File: config.mk
export PLATFORM = sky130hd
export DESIGN_NAME = inst_encoder
export DESIGN_NICKNAME = d
export VERILOG_FILES = /design/src/rtl/inst_pkg.sv /design/src/rtl/inst_pack.sv /design/src/rtl/inst_encoder.sv
export SDC_FILE = /design/constraint.sdc
export NUM_CORES = 1
export LEC_CHECK = 0
export BUFFER_PORTS_ARGS = -buffer_cell sky130_fd_sc_hd__buf_2
export CAP_MARGIN = 10
export CORE_MARGIN = 3
export CORE_UTILIZATION = 50
export CTS_CLUSTER_DIAMETER = 150
export DETAILED_ROUTE_END_ITERATION = 6
export PLACE_DENSITY = 0.77
export SLEW_MARGIN = 20
export SYNTH_ARGS = -nofsm -noshare
export SYNTH_HDL_FRONTEND = slang
export SYNTH_SLANG_ARGS = --single-unit
File: constraint.sdc
create_clock -name clk -period 2.09 [get_ports clk]
set_input_delay 0.1045 -clock clk [delete_from_list [all_inputs] [get_ports clk]]
set_output_delay 0.1045 -clock clk [all_outputs]
set_load 0.005 [all_outputs]
File: src/rtl/inst_pkg.sv
// rtl/inst_pkg.sv - mnemonic codes, function fields and FSM state type for inst_encoder
package inst_pkg;

  typedef enum logic [3:0] {
    OP_NAND = 4'd0,
    OP_NOR  = 4'd1,
    OP_ADD  = 4'd2,
    OP_SUB  = 4'd3,
    OP_SLL  = 4'd4,
    OP_SRL  = 4'd5,
    OP_BLT  = 4'd6,
    OP_LD   = 4'd7,
    OP_BEQ  = 4'd8,
    OP_ST   = 4'd9,
    OP_JMP  = 4'd10
  } op_sel_e;

  localparam logic [3:0] FN_NAND     = 4'b0000;
  localparam logic [3:0] FN_NOR      = 4'b1000;
  localparam logic [3:0] FN_SUB      = 4'b1011;
  localparam logic [3:0] FN_ADD      = 4'b0011;
  localparam logic [3:0] FN_SLL      = 4'b1100;
  localparam logic [3:0] FN_SRL      = 4'b0100;
  localparam logic [3:0] FN_BLT      = 4'b0001;
  localparam logic [3:0] FN_LD       = 4'b0010;
  localparam logic [3:0] FN_BEQ      = 4'b0101;
  localparam logic [3:0] FN_ST       = 4'b0110;
  localparam logic [3:0] FN_JMP      = 4'b0111;
  localparam logic [3:0] FN_RESERVED = 4'b1111;

  typedef logic [1:0] state_t;

  function automatic logic is_itype(input logic [3:0] fn);
    case (fn)
      FN_BLT, FN_LD, FN_BEQ, FN_ST, FN_JMP: is_itype = 1'b1;
      default:                              is_itype = 1'b0;
    endcase
  endfunction

endpackage

File: src/rtl/inst_pack.sv
// rtl/inst_pack.sv - combinational mnemonic/field packer into an 8-bit instruction word
// Illegal mnemonics produce inst=0 with legal=0.
module inst_pack
  import inst_pkg::*;
(
  input  logic [3:0] op_sel,
  input  logic [1:0] rs1,
  input  logic [1:0] rs2,
  input  logic [3:0] imm,
  output logic [7:0] inst,
  output logic       legal
);

  logic [3:0] fn;

  always_comb begin
    fn    = FN_RESERVED;
    legal = 1'b1;
    case (op_sel)
      OP_NAND: fn = FN_NAND;
      OP_NOR:  fn = FN_NOR;
      OP_ADD:  fn = FN_ADD;
      OP_SUB:  fn = FN_SUB;
      OP_SLL:  fn = FN_SLL;
      OP_SRL:  fn = FN_SRL;
      OP_BLT:  fn = FN_BLT;
      OP_LD:   fn = FN_LD;
      OP_BEQ:  fn = FN_BEQ;
      OP_ST:   fn = FN_ST;
      OP_JMP:  fn = FN_JMP;
      default: legal = 1'b0;
    endcase
    if (!legal) begin
      inst = 8'h00;
    end else if (is_itype(fn)) begin
      inst = {imm, fn};
    end else begin
      inst = {rs1, rs2, fn};
    end
  end

endmodule

File: src/rtl/inst_encoder.sv
// rtl/inst_encoder.sv - streaming instruction encoder and sequential program loader
// Build macro INST_ENC_NOP_PAD_EN pads the remaining addresses with FILL_WORD after progDone.
module inst_encoder
  import inst_pkg::*;
#(
  parameter int unsigned ADDR_W    = 4,
  parameter logic [7:0]  FILL_WORD = 8'b00000011
) (
  input  logic              clk,
  input  logic              rst_n,
  input  logic [3:0]        opSel,
  input  logic [1:0]        rs1In,
  input  logic [1:0]        rs2In,
  input  logic [3:0]        immIn,
  input  logic              inValid,
  output logic              inReady,
  output logic [7:0]        instOut,
  output logic [ADDR_W-1:0] instAddr,
  output logic              outValid,
  input  logic              outReady,
  input  logic              progDone,
  output logic              progFull,
  output logic              errIllegal,
  output logic [ADDR_W:0]   wordCount
);

  localparam state_t ST_IDLE = 2'd0;
  localparam state_t ST_EMIT = 2'd1;
  localparam state_t ST_FULL = 2'd3;
`ifdef INST_ENC_NOP_PAD_EN
  localparam state_t ST_PAD     = 2'd2;
  localparam state_t DONE_ST    = ST_PAD;
  localparam logic   DONE_VALID = 1'b1;
`else
  localparam state_t DONE_ST    = ST_FULL;
  localparam logic   DONE_VALID = 1'b0;
`endif

  localparam logic [ADDR_W-1:0] LAST_ADDR = '1;
  localparam logic [ADDR_W:0]   DEPTH     = {1'b1, {ADDR_W{1'b0}}};

  state_t            state_q, state_d;
  logic [7:0]        inst_q, inst_d;
  logic [ADDR_W-1:0] addr_q, addr_d;
  logic [ADDR_W:0]   count_q, count_d;
  logic              out_valid_q, out_valid_d;
  logic              err_q, err_d;
  logic              done_q, done_d;

  logic [7:0] packed_inst;
  logic       packed_legal;
  logic       accept, xfer, done_any, at_last;

  inst_pack u_pack (
    .op_sel (opSel),
    .rs1    (rs1In),
    .rs2    (rs2In),
    .imm    (immIn),
    .inst   (packed_inst),
    .legal  (packed_legal)
  );

  // The last address never re-arms the skid: nothing may be accepted that could not be written.
  assign at_last  = (addr_q == LAST_ADDR);
  assign inReady  = rst_n && !done_q &&
                    ((state_q == ST_IDLE) || (state_q == ST_EMIT && outReady && !at_last));
  assign accept   = inValid && inReady;
  assign xfer     = out_valid_q && outReady;
  assign done_any = done_q || progDone;

  always_comb begin
    state_d     = state_q;
    inst_d      = inst_q;
    addr_d      = addr_q;
    out_valid_d = out_valid_q;
    done_d      = done_q;
    err_d       = accept && !packed_legal;
    count_d     = (xfer && count_q != DEPTH) ? count_q + (ADDR_W+1)'(1) : count_q;
    case (state_q)
      ST_IDLE: begin
        if (accept) begin
          done_d = done_any;
          if (packed_legal) begin
            inst_d      = packed_inst;
            out_valid_d = 1'b1;
            state_d     = ST_EMIT;
          end
        end else if (done_any) begin
          done_d      = 1'b0;
          state_d     = DONE_ST;
          out_valid_d = DONE_VALID;
          inst_d      = DONE_VALID ? FILL_WORD : inst_q;
        end
      end
      ST_EMIT: begin
        if (xfer) begin
          if (at_last) begin
            state_d     = ST_FULL;
            out_valid_d = 1'b0;
          end else begin
            addr_d = addr_q + ADDR_W'(1);
            if (accept && packed_legal) begin
              inst_d = packed_inst;
              done_d = done_any;
            end else if (done_any) begin
              done_d      = 1'b0;
              state_d     = DONE_ST;
              out_valid_d = DONE_VALID;
              inst_d      = DONE_VALID ? FILL_WORD : inst_q;
            end else begin
              state_d     = ST_IDLE;
              out_valid_d = 1'b0;
            end
          end
        end else begin
          done_d = done_any;
        end
      end
`ifdef INST_ENC_NOP_PAD_EN
      ST_PAD: begin
        if (xfer) begin
          if (at_last) begin
            state_d     = ST_FULL;
            out_valid_d = 1'b0;
          end else begin
            addr_d = addr_q + ADDR_W'(1);
          end
        end
      end
`endif
      default: ;
    endcase
  end

  always_ff @(posedge clk or negedge rst_n) begin
    if (!rst_n) begin
      state_q     <= ST_IDLE;
      inst_q      <= 8'h00;
      addr_q      <= '0;
      count_q     <= '0;
      out_valid_q <= 1'b0;
      err_q       <= 1'b0;
      done_q      <= 1'b0;
    end else begin
      state_q     <= state_d;
      inst_q      <= inst_d;
      addr_q      <= addr_d;
      count_q     <= count_d;
      out_valid_q <= out_valid_d;
      err_q       <= err_d;
      done_q      <= done_d;
    end
  end

  assign instOut    = inst_q;
  assign instAddr   = addr_q;
  assign outValid   = out_valid_q;
  assign progFull   = (state_q == ST_FULL);
  assign errIllegal = err_q;
  assign wordCount  = count_q;

endmodule
==> impl_metrics.tcl, run 1 <==
set metrics [dict create \
    fp.dieH_microns 55.5 \
    yosysSeqAreaShare 0.449 \
    ys_seq_elements 22 \
    grt_usage 0.177 \
    synthTopCellsByCount "dfrtp_1 (22), mux2_2 (9), inv_1 (7), nand2_1 (7)" \
    synth_ff_type "dfrtp_1" \
    yosysWarnings 0 \
    synth_edf_count 0 \
    relSlewSlack 0.661 \
    fmax_ghz 0.516 \
    grt_overflow 0 \
    power_w 0.000960 \
    grt_max_degree 24 \
    setup_viol 0 \
    slew_violations 0 \
    drc_errors 0 \
    endpoint_kind "flip-flop" \
    critPathSlowestCell "dfrtp_1" \
    required_ns 2.29 \
    crit_chain "ha_1 > and4_4 > a2111oi_4 > nand3_4 > mux2_1" \
    nFillCells 197 \
    met3_usage 0.0374 \
    viasPerCell 5.45 \
    clk_pin_slew_ns 0.12 \
    p_per_area_mw_per_mm2 645 \
    syn-num-nets 127 \
    drtIter0Drc 26 \
    start_util 0.539 \
    numCtsBuffers 3 \
    critPathBufInv 0 \
    vias 960 \
    finalHoldViolations 0 \
    cp_slowest_stage_delay_ns 0.43 \
    cp-start-kind "flip-flop" \
    synth_top_area_share 0.449 \
    finClkSkew_ns 0.00811 \
    first_global_vias 1027 \
    fp.dieW_microns 55.5 \
    critPathMaxFanout 8 \
    post-cts-setup-buffers 0 \
    num_rows 17 \
    critPathKind "reg2reg" \
    met1_usage 0.221 \
    core_sq_mm 0.00228 \
    layout-drive-gt1-share 0.405 \
    synth_largest_area_cell "dfrtp_1" \
    grt.busiest_layer "met2" \
    rsz0062_at_grt "no" \
    die-area_sq_mm 0.00308 \
    wl_microns 2450 \
    areaGrowthSynthToFinish_pct 21.3 \
    max-vdd-ir-drop_mv 0.481 \
    worstPathArrival_ns 2.14 \
    grt_first_pass_wirelength_microns 4470 \
    htreeDepth 1 \
    first_pass_iters 4 \
    synth_area_per_cell_sq_um 11.5 \
    use_met2 0.297 \
    ff2ff_setup_slack_ns 0.15 \
    outcome "finished, final reports clean" \
    fin_nets 169 \
    cap_violations 0 \
    period_needed_ns 1.94 \
    yosysUniqueCellTypes 35 \
    synth_area_leaders "dfrtp_1 (45%), mux2_2 (8.3%), mux2_4 (4.9%)" \
    globalplace.congestion 0.848 \
    postSynthCellCount 107 \
    cp_top_family "flip-flops" \
    fin_crit_sh 0.927 \
    postCtsResizedCells 0 \
    post_drt_wl_per_cell_microns 13.9 \
    ios 38 \
    synth_area_sq_mm 0.00123 \
    clk_latency_ns 0.30 \
    hold_class "in2reg" \
    async_flop_share 1.00 \
    p_leak_nw 0.778 \
    root_buffer "clkbuf_4" \
    cts_buffer_depth 2 \
    diodes 0 \
    cts.sinks 22 \
    antenna_found_initial 0 \
    hpwlAfterDp_microns 1920 \
    setup_tns_ns 0 \
    cts_tree "yes" \
    yosysMostFrequentCell "dfrtp_1" \
    ant_nets 0 \
    tightest_slew_ns 0.505 \
    port-buffer-count 37 \
]
-- power by group --
group          total (W)  internal, W  leakage [nW]  switching (W)
clock network   0.000228     0.000106        0.0210       0.000122
logic           0.000208     0.000110         0.470      0.0000983
registers       0.000524     0.000473         0.287      0.0000504
total           0.000960     0.000689         0.778       0.000270
-- layout by cell type, fill, tap and decap left out, drive strengths merged, types with 2 or more instances in the layout --
master / Yosys / layout
a21oi: 6 / 6
and3: 2 / 2
buf: 2 / 38
clkbuf: 0 / 4
dfrtp: 22 / 22
ha: 3 / 3
inv: 7 / 7
mux2: 15 / 15
nand2: 7 / 7
nand2b: 3 / 3
nand3: 4 / 4
nor2: 3 / 3
nor2b: 2 / 2
nor3: 3 / 3
nor4: 2 / 2
nor4bb: 2 / 2
o21ai: 4 / 4
xnor2: 6 / 6
-- worst reg2reg max path, stage by stage (launching register included) --
cell,delay (ns)
dfrtp_1,0.43
ha_1,0.23
and4_4,0.22
a2111oi_4,0.37
nand3_4,0.21
mux2_1,0.36
-- kinds of logic after synthesis --
| family | synth area share |
|---|---|
| AOI/OAI and AO/OA | 0.100 |
| adders and majority gates | 0.0306 |
| DFF | 0.449 |
| and+or+nand+nor | 0.181 |
| xor gates and xnor gates | 0.0500 |
| muxes | 0.158 |
| buffers and inverters | 0.0316 |
-- metal layers --
layer | up-vias | part of all wire
met5 | - | 0
met4 | 0 | 0.0053
met3 | 2 | 0.073
met2 | 36 | 0.49
met1 | 454 | 0.43
li1 | 468 | -
-- path summary, 6_finish.rpt --
path,endpoint,cells past startpoint,from
hold reg to reg,instOut[5],1,instOut[5]
setup reg to reg,instOut[3],5,instAddr[0]
min in group asynchronous,instOut[5],3,rst_n
max in group asynchronous,wordCount[0],3,rst_n
hold / removal,instOut[5],3,rs2In[1]
setup / recovery,instOut[3],5,instAddr[0]
-- area by class of cell --
cell class | count | area (sq um) | area share
inverters | 7 | 26.3 | 0.0177
multi-input cells | 76 | 637 | 0.428
well taps | 28 | 35.0 | 0.0235
clock buffers | 4 | 36.3 | 0.0244
flip-flops and latches | 22 | 551 | 0.370
repair buffers | 39 | 203 | 0.136
-- timing repair --
action | CTS | global route
hold buffers | 1 | 0
setup endpoints to repair | 0 | 0
hold endpoints to repair | 22 | 0
-- metrics by stage --
stage	util	cells	hold WS, ns	setup slack (ns)	instance area [sq um]
global placement	0.633	171	0.176	0.227	1440
finish	0.654	176	0.136	0.152	1490
CTS	0.654	176	0.129	0.150	1490
floorplan	-	107	-0.191	0.274	1230
global route	0.654	176	0.134	0.0612	1490
detailed placement	0.633	171	0.173	0.161	1440
-- sequential cells by signal (all words and copies together), names as in the netlist --
name	cells
done_q	1
wordCount	5
instOut	8
errIllegal	1
instAddr	4
state_q	2
outValid	1
Power figures use the tool's default switching activity.
==> inputs of run 2 (changes only) <==
--- a/constraint.sdc
+++ b/constraint.sdc
@@ -3,2 +3,2 @@
 set_output_delay 0.1045 -clock clk [all_outputs]
-set_load 0.005 [all_outputs]
+set_load 0.1 [all_outputs]
==> run 2 against run 1 <==
  * Setup slack worse by 0.033 ns
  * Critical endpoint is now inReady
  * Global-route usage down 0.20 points
  * First-iteration DRC count fell by 81%
  * Via count decreased by 0.21%
  * Final cell count up 0.57%
  * Critical path type is now reg2out
  * Highest routed layer unchanged
  * Cell area rose by 3.3%
  * Sequential power about the same
  * Die area stayed put
  * Combinational power rose to 2.7 times the previous value
  * Sequential share of layout area down 0.44 points
  * Largest power group is now combinational logic
  * Clock power increased by 4%
==> impl_metrics.tcl, run 2 (synthesis gave the netlist of run 1 again) <==
set metrics [dict create \
    max-vdd-ir-drop_mv 1.14 \
    critPathBufInv 1 \
    cp_top_family "flip-flops" \
    drtIter0Drc 5 \
    fin_crit_sh 0.943 \
    final_common_cell "buf_2" \
    critPathSlowestCell "dfrtp_4" \
    globalplace.congestion 0.870 \
    reg2reg_depth 5 \
    ff2ff_setup_slack_ns 0.14 \
    first_global_vias 955 \
    cts.sinks 22 \
    die-area_sq_mm 0.00308 \
    first_pass_iters 4 \
    cts_tree "yes" \
    multiInputGateArea_sq_um 664 \
    drc_errors 0 \
    areaGrowthSynthToFinish_pct 25.3 \
    wl_microns 2490 \
    num_rows 17 \
    dp_slack_ns 0.148 \
    critPathMaxFanout 4 \
    cts_buffer_depth 2 \
    fmax_ghz 0.508 \
    grt.busiest_layer "met2" \
    core_sq_mm 0.00228 \
    grt_first_pass_wirelength_microns 4310 \
    numCtsBuffers 3 \
    crit_chain "ha_4 > and4_4 > nor4bb_4 > clkbuf_4" \
    clk_pin_slew_ns 0.12 \
    p_leak_nw 0.772 \
    htreeDepth 1 \
    design_area_sq_mm 0.00154 \
    largest_reg_flops 8 \
    clk_latency_ns 0.31 \
    finalHoldViolations 0 \
    relSlewSlack 0.677 \
    layout-drive-gt1-share 0.456 \
    root_buffer "clkbuf_4" \
    slew_violations 0 \
    placed_area_sq_mm 0.00149 \
    final_cell_mix "buf_2 (36), dfrtp_1 (17), mux2_2 (9)" \
    required_ns 1.99 \
    seqCellArea_sq_um 562 \
    power_w 0.00133 \
    port-buffer-count 37 \
    nFillCells 180 \
    setup_viol 0 \
    endpoint_kind "primary output" \
    fin_nets 170 \
    worstPathArrival_ns 1.87 \
    tightest_slew_ns 0.485 \
    fp.dieH_microns 55.5 \
    period_needed_ns 1.97 \
    finClkSkew_ns 0.00362 \
    post_drt_wl_per_cell_microns 14.1 \
    grt_usage 0.175 \
    timing.hold.ws_ns 0.116 \
    cp_slowest_stage_delay_ns 0.53 \
    grt_max_degree 23 \
    hpwlAfterDp_microns 1910 \
    fin_ws_ns 0.120 \
    p_per_area_mw_per_mm2 863 \
    fp.dieW_microns 55.5 \
    cap_violations 0 \
    viasPerCell 5.41 \
    ant_nets 0 \
    hold_class "in2async" \
    vias 958 \
    antenna_found_initial 0 \
    critPathKind "reg2out" \
    diodes 0 \
    use_met2 0.277 \
    start_util 0.539 \
    cp-start-kind "flip-flop" \
    rsz0062_at_grt "no" \
    outcome "finished, final reports clean" \
    met3_usage 0.0631 \
    post-cts-setup-buffers 0 \
    r2r-start "instAddr[0]" \
    met1_usage 0.225 \
    r2r-end "instOut[5]" \
    ios 38 \
    grt_overflow 0 \
]
==> run 2: changes by cell type in the layout (fill, tap and decap cells not counted), sizes merged <==
cell    delta
clkbuf     +1
==> run 2: cell type report <==
type,instances,area share
Inverter,7,0.0171
Clock buffer,4,0.0236
Tap cell,28,0.0228
Multi-Input combinational cell,76,0.432
Sequential cell,22,0.366
Timing Repair Buffer,40,0.138
==> run 2: repair_timing <==
action,in CTS,in global routing
gates resized for setup,0,1
endpoints found under the hold margin,22,0
hold buffers,1,0
setup endpoints to repair,0,1
==> run 2: how the worst max path moves through the flow <==
stage	to	slack, ns	cells after the start	startpoint
floorplan	inReady	-0.19	3	instAddr[0]
global placement	instOut[3]	0.20	5	instAddr[0]
detailed placement	instOut[5]	0.15	5	instAddr[0]
CTS	inReady	0.01	4	instAddr[0]
global route	instOut[5]	0.02	5	instAddr[0]
finish	inReady	0.12	4	instAddr[0]
==> run 2: power breakdown <==
group | switching, W | total (W) | leakage [nW] | internal (W)
sequential | 0.0000499 | 0.000523 | 0.278 | 0.000473
combinational | 0.000453 | 0.000564 | 0.473 | 0.000111
clock | 0.000131 | 0.000238 | 0.0210 | 0.000107
==> run 2: routing by layer <==
layer	routed length, microns	vias up
li1	-	469
met1	1120	465
met2	1210	22
met3	137	2
met4	20	0
met5	0	-
==> run 2: stage by stage <==
stage | util | setup TNS (ns) | instances
floorplan | - | -0.187 | 107
global placement | 0.654 | 0 | 172
detailed placement | 0.654 | 0 | 172
CTS | 0.674 | 0 | 177
global route | 0.675 | 0 | 177
finish | 0.675 | 0 | 177
